**src/rtl/mfdfa_sequencer.sv**
```systemverilog
// Top-level MFDFA phase sequencer: mean -> profile -> per-scale chunk/detrend -> per-scale log.
// All outputs are registered; each unit handshake waits as long as needed for its done pulse.
module mfdfa_sequencer #(
    parameter int N_SAMPLES = 301,
    parameter int ADDR_W    = 9,
    parameter int MIN_SCALE = 16,
    parameter int N_SCALES  = 4,
    parameter int SIDX_W    = 3
) (
    input  logic              Clk,
    input  logic              Rst,
    input  logic              start,
    output logic              busy,
    output logic              done,
    output logic [2:0]        phase,
    output logic              mem_rd_en,
    output logic [ADDR_W-1:0] mem_addr,
    output logic              mean_clr,
    output logic              mean_acc_en,
    output logic              div_start,
    input  logic              div_done,
    output logic              prof_wr_en,
    output logic [ADDR_W-1:0] prof_addr,
    output logic              seg_start,
    output logic [ADDR_W-1:0] seg_base,
    output logic [ADDR_W:0]   seg_len,
    input  logic              seg_done,
    output logic              log_start,
    output logic [SIDX_W-1:0] log_scale_idx,
    output logic [ADDR_W-1:0] log_seg_count,
    input  logic              log_done
);

    localparam logic [3:0] S_IDLE      = 4'd0;
    localparam logic [3:0] S_MEAN      = 4'd1;
    localparam logic [3:0] S_MEAN_TAIL = 4'd2;
    localparam logic [3:0] S_DIV_WAIT  = 4'd3;
    localparam logic [3:0] S_PROF      = 4'd4;
    localparam logic [3:0] S_PROF_TAIL = 4'd5;
    localparam logic [3:0] S_EVAL      = 4'd6;
    localparam logic [3:0] S_SEG_WAIT  = 4'd7;
    localparam logic [3:0] S_LOG_WAIT  = 4'd8;
    localparam logic [3:0] S_DONE      = 4'd9;

    localparam logic [2:0] PH_IDLE  = 3'd0;
    localparam logic [2:0] PH_MEAN  = 3'd1;
    localparam logic [2:0] PH_PROF  = 3'd2;
    localparam logic [2:0] PH_CHUNK = 3'd3;
    localparam logic [2:0] PH_LOG   = 3'd4;
    localparam logic [2:0] PH_DONE  = 3'd5;

    localparam logic [ADDR_W-1:0] LAST_ADDR = ADDR_W'(N_SAMPLES - 1);
    localparam logic [ADDR_W+1:0] N_EXT     = (ADDR_W+2)'(N_SAMPLES);
    localparam logic [ADDR_W+1:0] MIN_EXT   = (ADDR_W+2)'(MIN_SCALE);
    localparam logic [SIDX_W-1:0] LAST_K    = SIDX_W'(N_SCALES - 1);

    logic [3:0]        state;
    logic [SIDX_W-1:0] k;
    logic [ADDR_W-1:0] base;
    logic [ADDR_W-1:0] count;
    logic [ADDR_W+1:0] scale;
    logic [ADDR_W+1:0] seg_end;

    // Two extra bits keep base+scale from wrapping even for scales beyond the buffer.
    assign scale   = MIN_EXT << k;
    assign seg_end = {2'b00, base} + scale;

    always_ff @(posedge Clk) begin
        if (Rst) begin
            state         <= S_IDLE;
            busy          <= 1'b0;
            done          <= 1'b0;
            phase         <= PH_IDLE;
            mem_rd_en     <= 1'b0;
            mem_addr      <= '0;
            mean_clr      <= 1'b0;
            mean_acc_en   <= 1'b0;
            div_start     <= 1'b0;
            prof_wr_en    <= 1'b0;
            prof_addr     <= '0;
            seg_start     <= 1'b0;
            seg_base      <= '0;
            seg_len       <= '0;
            log_start     <= 1'b0;
            log_scale_idx <= '0;
            log_seg_count <= '0;
            k             <= '0;
            base          <= '0;
            count         <= '0;
        end else begin
            mean_clr    <= 1'b0;
            div_start   <= 1'b0;
            seg_start   <= 1'b0;
            log_start   <= 1'b0;
            done        <= 1'b0;
            mean_acc_en <= mem_rd_en && (state == S_MEAN);
            prof_wr_en  <= mem_rd_en && (state == S_PROF);
            prof_addr   <= mem_addr;

            case (state)
                S_IDLE: begin
                    if (start) begin
                        state     <= S_MEAN;
                        busy      <= 1'b1;
                        phase     <= PH_MEAN;
                        mean_clr  <= 1'b1;
                        mem_rd_en <= 1'b1;
                        mem_addr  <= '0;
                    end
                end
                S_MEAN, S_PROF: begin
                    if (mem_addr == LAST_ADDR) begin
                        mem_rd_en <= 1'b0;
                        mem_addr  <= '0;
                        state     <= (state == S_MEAN) ? S_MEAN_TAIL : S_PROF_TAIL;
                    end else begin
                        mem_addr <= mem_addr + ADDR_W'(1);
                    end
                end
                S_MEAN_TAIL: begin
                    div_start <= 1'b1;
                    state     <= S_DIV_WAIT;
                end
                S_DIV_WAIT: begin
                    // A done coincident with its own start pulse is not a real completion.
                    if (div_done && !div_start) begin
                        state     <= S_PROF;
                        phase     <= PH_PROF;
                        mem_rd_en <= 1'b1;
                        mem_addr  <= '0;
                    end
                end
                S_PROF_TAIL: begin
                    state <= S_EVAL;
                    phase <= PH_CHUNK;
                    k     <= '0;
                    base  <= '0;
                    count <= '0;
                end
                S_EVAL: begin
                    if (seg_end <= N_EXT) begin
                        seg_start <= 1'b1;
                        seg_base  <= base;
                        seg_len   <= scale[ADDR_W:0];
                        state     <= S_SEG_WAIT;
                    end else if (count != '0) begin
                        log_start     <= 1'b1;
                        log_scale_idx <= k;
                        log_seg_count <= count;
                        phase         <= PH_LOG;
                        state         <= S_LOG_WAIT;
                    end else if (k == LAST_K) begin
                        done  <= 1'b1;
                        phase <= PH_DONE;
                        state <= S_DONE;
                    end else begin
                        k <= k + SIDX_W'(1);
                    end
                end
                S_SEG_WAIT: begin
                    if (seg_done && !seg_start) begin
                        base  <= base + scale[ADDR_W-1:0];
                        count <= count + ADDR_W'(1);
                        state <= S_EVAL;
                    end
                end
                S_LOG_WAIT: begin
                    if (log_done && !log_start) begin
                        if (k == LAST_K) begin
                            done  <= 1'b1;
                            phase <= PH_DONE;
                            state <= S_DONE;
                        end else begin
                            k     <= k + SIDX_W'(1);
                            base  <= '0;
                            count <= '0;
                            phase <= PH_CHUNK;
                            state <= S_EVAL;
                        end
                    end
                end
                S_DONE: begin
                    busy  <= 1'b0;
                    phase <= PH_IDLE;
                    state <= S_IDLE;
                end
                default: begin
                    busy  <= 1'b0;
                    phase <= PH_IDLE;
                    state <= S_IDLE;
                end
            endcase
        end
    end

endmodule

```
**config.mk**
```make
export PLATFORM = sky130hd
export DESIGN_NAME = mfdfa_sequencer
export DESIGN_NICKNAME = d
export VERILOG_FILES = /design/src/rtl/mfdfa_sequencer.sv
export SDC_FILE = /design/constraint.sdc
export NUM_CORES = 1
export LEC_CHECK = 0
export CAP_MARGIN = 30
export CORE_ASPECT_RATIO = 0.75
export CORE_MARGIN = 1
export CORE_UTILIZATION = 45
export DETAILED_ROUTE_END_ITERATION = 7
export PLACE_DENSITY = 0.69
export RECOVER_POWER = 50
export SYNTH_ARGS = -nofsm -noshare
export SYNTH_HDL_FRONTEND = slang
export SYNTH_SLANG_ARGS = --single-unit
```
**constraint.sdc**
```tcl
create_clock -name Clk -period 3.9 [get_ports Clk]
set_clock_uncertainty 0.05 [all_clocks]
set_input_delay 0.975 -clock Clk [delete_from_list [all_inputs] [get_ports Clk]]
set_output_delay 0.975 -clock Clk [all_outputs]
set_load 0.02 [all_outputs]
```
* Word-level counts from Yosys, hierarchy flattened
Index checks and enable logic that the tools add are counted.
** Operators by class
- $add $sub $neg :: 5
- Equality and inequality tests :: 20
- Div/mod/pow operators :: 0
- Shift-type cells :: 1
- Bitwise logic cells :: 5
- Magnitude comparators :: 1
- Reduce and logical (&&, ||, !) cells :: 28
- Multipliers :: 0
- Multiplexer cells :: 48
** Operators by type and width (count)
- $pmux 9 s3 :: 3
- $mux 9 :: 7
- $mux 3 :: 12
- $mux 4 :: 9
- $pmux 4 s8 :: 1
- $add 9x1->9 const B :: 2
- $pmux 3 s6 :: 1
- $eq 4x3->1 const B :: 4
- $ne 2x2->1 const B :: 8
- $reduce_and 4->1 :: 3
- $reduce_and 6->1 :: 2
- $add 9x11->11 :: 1
- $le 11x9->1 const B :: 1
- $mux 1 :: 11
- $shl 5x3->11 const A :: 1
- $add 9x9->9 :: 1
- $eq 9x9->1 const B :: 1
- $pmux 3 s3 :: 1
- $reduce_bool 3->1 :: 3
- $reduce_bool 9->1 :: 1
- $eq 4x2->1 const B :: 2
- $reduce_or 8->1 :: 1
- $reduce_and 3->1 :: 2
- $reduce_or 2->1 :: 3
- 15 further kinds :: 27
** Word-level totals
- Memories kept :: 0
- Word-level logic and storage cells :: 128
- Register bits :: 86
- Bits in writable memories :: 0
- Latch bits :: 0
- Output and inout bits :: 61
- Input bits :: 6
- Bits in read-only memories :: 0

* Depth between registers and ports, before layout
Gate-level depths: netlist of run 1.
- Word-level depth :: 5
- Mapped depth :: 13
- Gate-level depth less buffers :: 11

* Least setup slack after synthesis of run 1
Ideal clock, no wire load.
- Path kind :: register to register
- Start point :: register k[0]
- End point :: register k[0]
- Path slack :: 786 ps
- Library setup time :: 123 ps
- Clock period less this slack :: 3114 ps
- Arrival time :: 2941 ps
- Data required time :: 3727 ps
- Stages on the path, launching flop included :: 12
- Buffers on the path :: 0
- Path through :: dfxtp_1 -> inv_1 -> ha_1 -> nor2b_1 -> ha_1 -> fa_1 -> a211oi_1 -> o32a_4 -> xnor2_1 -> o31a_2 -> a21oi_2 -> mux2_1
** Between the ends
- Cells in the longest elaborated chain, start to end :: 5
- Elaborated cells between the ends (all ways) :: 12
- Those cells by class :: 2 x add/sub; 1 x order compare; 2 x eq/ne; 1 x shift; 5 x mux; 1 x reduce/logical
** Ends and longest elaborated chain
- start, declared :: RTL line 58 : logic [SIDX_W-1:0] k;
- start signal, assigned :: RTL line 157 : k <= k + SIDX_W'(1);
- start signal, assigned :: RTL line 174 : k <= k + SIDX_W'(1);
- $shl 5x3->11 :: RTL line 65 : assign scale = MIN_EXT << k;
- net scale[4] :: RTL line 61 : logic [ADDR_W+1:0] scale;
- $add 9x11->11 :: RTL line 66 : assign seg_end = {2'b00, base} + scale;
- $le 11x9->1 :: RTL line 141 : if (seg_end <= N_EXT) begin
- $ne 2x2->1 (no source line)
- $reduce_and 4->1 (no source line)
The timed path passes the listed nets, and every way through them passes these cells. The select of a mux whose other input is x is not followed.
A chain may end at the register's enable or synchronous reset.

* Worst setup path in the final report of run 1
Same ends and word-level chain as after synthesis.

==> results of run 1 <==
## final cells by class
| class | count | area, um^2 | share of cell area, % |
|---|---|---|---|
| multi-input cells | 346 | 2260 | 46.4 |
| flip-flops and latches | 74 | 1480 | 30.4 |
| repair buffers | 66 | 631 | 12.9 |
| clock buffers | 11 | 253 | 5.18 |
| well taps | 108 | 135 | 2.77 |
| inverters | 16 | 60.1 | 1.23 |
| clock inverters | 5 | 52.6 | 1.08 |
## cells by family (layout without fill, tap and decap cells)
group	after synthesis	in the layout	share of synthesized area, %
compound gates	122	122	21.1
xor+xnor	21	21	4.96
fa+ha+maj	15	15	4.89
buf+inv	53	98	6.71
flops	74	74	37.2
mux	7	7	1.95
other cells	1	8	0.0940
simple gates	173	173	23.1
## power by group
| part | leakage [nW] | internal (mW) | switching [mW] |
|---|---|---|---|
| logic | 1.14 | 0.237 | 0.330 |
| clock network | 0.151 | 0.526 | 0.310 |
| registers | 0.598 | 0.805 | 0.0905 |
## per-layer routing
layer	wire [um]	share of wire, %	up-vias
met2	3880	39	130
met4	142	1.4	0
li1	-	-	1737
met5	0	0	-
met1	5260	53	1685
met3	646	6.5	12
## registers in the layout, summed over array words and instances (netlist names), 4 cells and up
name,count
seg_base,5
mem_addr,9
state,4
base,5
log_seg_count,9
count,9
prof_addr,9
seg_len,6
## cells in the mapped netlist (2+ instances only)
cell and n:
and2_1 6, o22ai_1 3, or4_1 2, nor4_1 3, a21oi_1 41, nand2_1 19
ha_1 14, nor3_1 5, o211ai_1 18, buf_2 10, inv_1 16, dfxtp_1 74
a41o_1 2, a311oi_1 2, or3_1 3, nand2b_1 12, a211oi_1 3, clkbuf_1 10
o21ai_0 11, xor2_1 8, or2_1 3, buf_1 3, nand3b_1 4, a2111oi_2 2
o21bai_1 2, o21ai_2 2, o31ai_1 3, o21a_1 3, nand4_1 2, or2_2 2
xnor2_1 12, buf_4 13, mux2_1 2, a22oi_1 7, mux2i_1 4, o21ai_1 4
nor2b_1 16, nand3_1 33, a31oi_1 6, a221o_1 2, nor2_1 47, and3_1 3
## final timing paths
path / slack, ns / startpoint / depth (start not counted) / to
setup / recovery: 0.25 / k[0]$_SDFFE_PP0P_ / 11 / k[0]$_SDFFE_PP0P_
hold / removal: 0.42 / log_seg_count[7]$_SDFFE_PP0P_ / 2 / log_seg_count[7]$_SDFFE_PP0P_
setup reg to reg: 0.25 / k[0]$_SDFFE_PP0P_ / 11 / k[0]$_SDFFE_PP0P_
hold reg to reg: 0.42 / log_seg_count[7]$_SDFFE_PP0P_ / 2 / log_seg_count[7]$_SDFFE_PP0P_
## stage by stage
step	total power, mW	util [%]
4_1_cts	2.32	57.4
2_1_floorplan	1.31	-
3_3_place_gp	1.47	53.6
3_5_place_dp	1.48	53.8
6_report	2.30	57.2
5_1_grt	2.41	57.2
## worst max-delay path, cell delays in order (launching register included)
cell and delay (ns):
dfxtp_1 0.43, inv_1 0.11, ha_1 0.22, nor2b_1 0.15, ha_1 0.23, fa_1 0.44
a211oi_1 0.37, o32a_4 0.26, xnor2_1 0.13, o31a_2 0.50, a21oi_2 0.28, mux2_1 0.36
==> flow_metrics.py, run 1 <==
metrics = {
    "clock_tree": {
        "cts-hold-fix-buffers": 0,
        "cts_tree": "built",
        "clkSlewWorstSetupHoldPaths_ns": 0.06,
        "cts-root-buf": "clkbuf_16",
        "postCtsResizedCells": 0,
        "htree_levels": 3,
        "postCtsSetupBuffers": 0,
        "cts_max_path_buffers": 2,
        "clock_sinks": 74,
        "cts_buffers": 9,
        "clk_latency_ns": 0.34,
    },
    "grt": {
        "grt_pass1_wl_um": 16100,
        "grt_pass1_vias": 3099,
        "grt_overflow": 0,
        "top_usage_layer": "met1",
        "met1_usage_pct": 33.9,
        "grt.met2_usage_pct": 28.4,
        "grtUsageTotal_pct": 21.8,
        "antenna_found_initial": 0,
        "grt_max_degree": 39,
        "grtUsageMet3_pct": 5.59,
    },
    "die": {
        "die-area_mm2": 0.00925,
        "die_x_um": 111,
        "dieHeight_um": 83.5,
        "io_pins": 67,
        "start_util_pct": 46.8,
        "rows": 29,
        "fp.coreArea_mm2": 0.00853,
    },
    "final_layout": {
        "final_nets": 534,
        "drive_gt1_share_pct": 8.11,
        "final_common_cell": "dfxtp_1",
        "fillCellCount": 778,
        "final_cell_area_mm2": 0.00488,
        "area_growth_pct": 22.3,
        "n_antenna_cell": 0,
        "layout.cells.non_filler": 626,
        "layout_common_cells": "dfxtp_1 (74), dlygate4sd3_1 (48), nor2_1 (47)",
    },
    "power_and_ir_drop": {
        "leakagePower_nw": 1.89,
        "vdd_drop_max_uv": 263,
        "powerDensity_mw_per_mm2": 471,
    },
    "setup_path": {
        "critPathLaunchType": "flop",
        "cp_max_fo": 14,
        "path_class": "reg2reg",
        "endpoint_kind": "flop",
        "cp.arrival_ns": 3.81,
        "cp_data_required_time_ns": 4.07,
    },
    "synth": {
        "synth_top_flop_cell": "dfxtp_1",
        "yosys-top-cells-area": "dfxtp_1 (37%), a21oi_1 (5.1%), nor2_1 (4.4%), ha_1 (4.4%), nand3_1 (4.1%)",
        "synth-edff-count": 0,
        "yosysTopAreaCell": "dfxtp_1",
        "synth_area_mm2": 0.00399,
        "ys_ff_latch": 74,
        "avgSynthCellArea_um2": 8.56,
        "netlist_instances": 466,
        "async_flop_share_pct": 0,
        "ys_seq_area_share_pct": 37.2,
        "ys_warn_count": 0,
        "synth_top_area_share_pct": 37.2,
        "yosysUniqueCellTypes": 71,
    },
    "timing": {
        "rsz0062_at_grt": "no",
        "worst_slew_pin_slew_ns": 1.67,
        "max-slew-margin-rel_pct": -11.2,
        "finalHoldWorstSlack_ns": 0.415,
        "tns_ns": 0,
        "fmax_mhz": 274,
        "setup_violations": 0,
        "fin_crit_sh_pct": 93.5,
        "hold_viol_final": 0,
        "maxSlewViolCount": 39,
        "setup_ws_ns": 0.254,
        "final.min_clock_period_ns": 3.65,
    },
    "outcome": {
        "status": "complete, but fails checks",
        "violations": "capacitance limit, slew limit",
    },
    "routing": {
        "postRouteWirelength_um": 9930,
        "initialDrtViolationCount": 299,
        "detail-route-antenna-nets": 0,
        "drc": 0,
        "dr.pass1.iters": 5,
        "vias_per_cell": 5.69,
        "vias": 3564,
        "wl_per_cell_um": 15.9,
    },
    "placed_design": {
        "place.gp.congestion": 0.844,
        "dpl-instance-area_mm2": 0.00459,
        "place.detailed.hpwl_um": 7210,
        "pre_cts_slack_ns": 0.340,
        "dp.cells": 610,
        "port_buffers": 58,
    },
    "min_path": {
        "worstHoldPathType": "reg2reg",
    },
    "flow_run": {
        "maxCapViolCount": 1,
    },
}
Note: power is estimated with default switching activity, not from simulation.
==> inputs of run 2 (changes only) <==
- CTS_CLUSTER_SIZE: not set -> 24
==> results of run 2 <==
No change in the layout: final DEF, timing and power equal those of run 1.
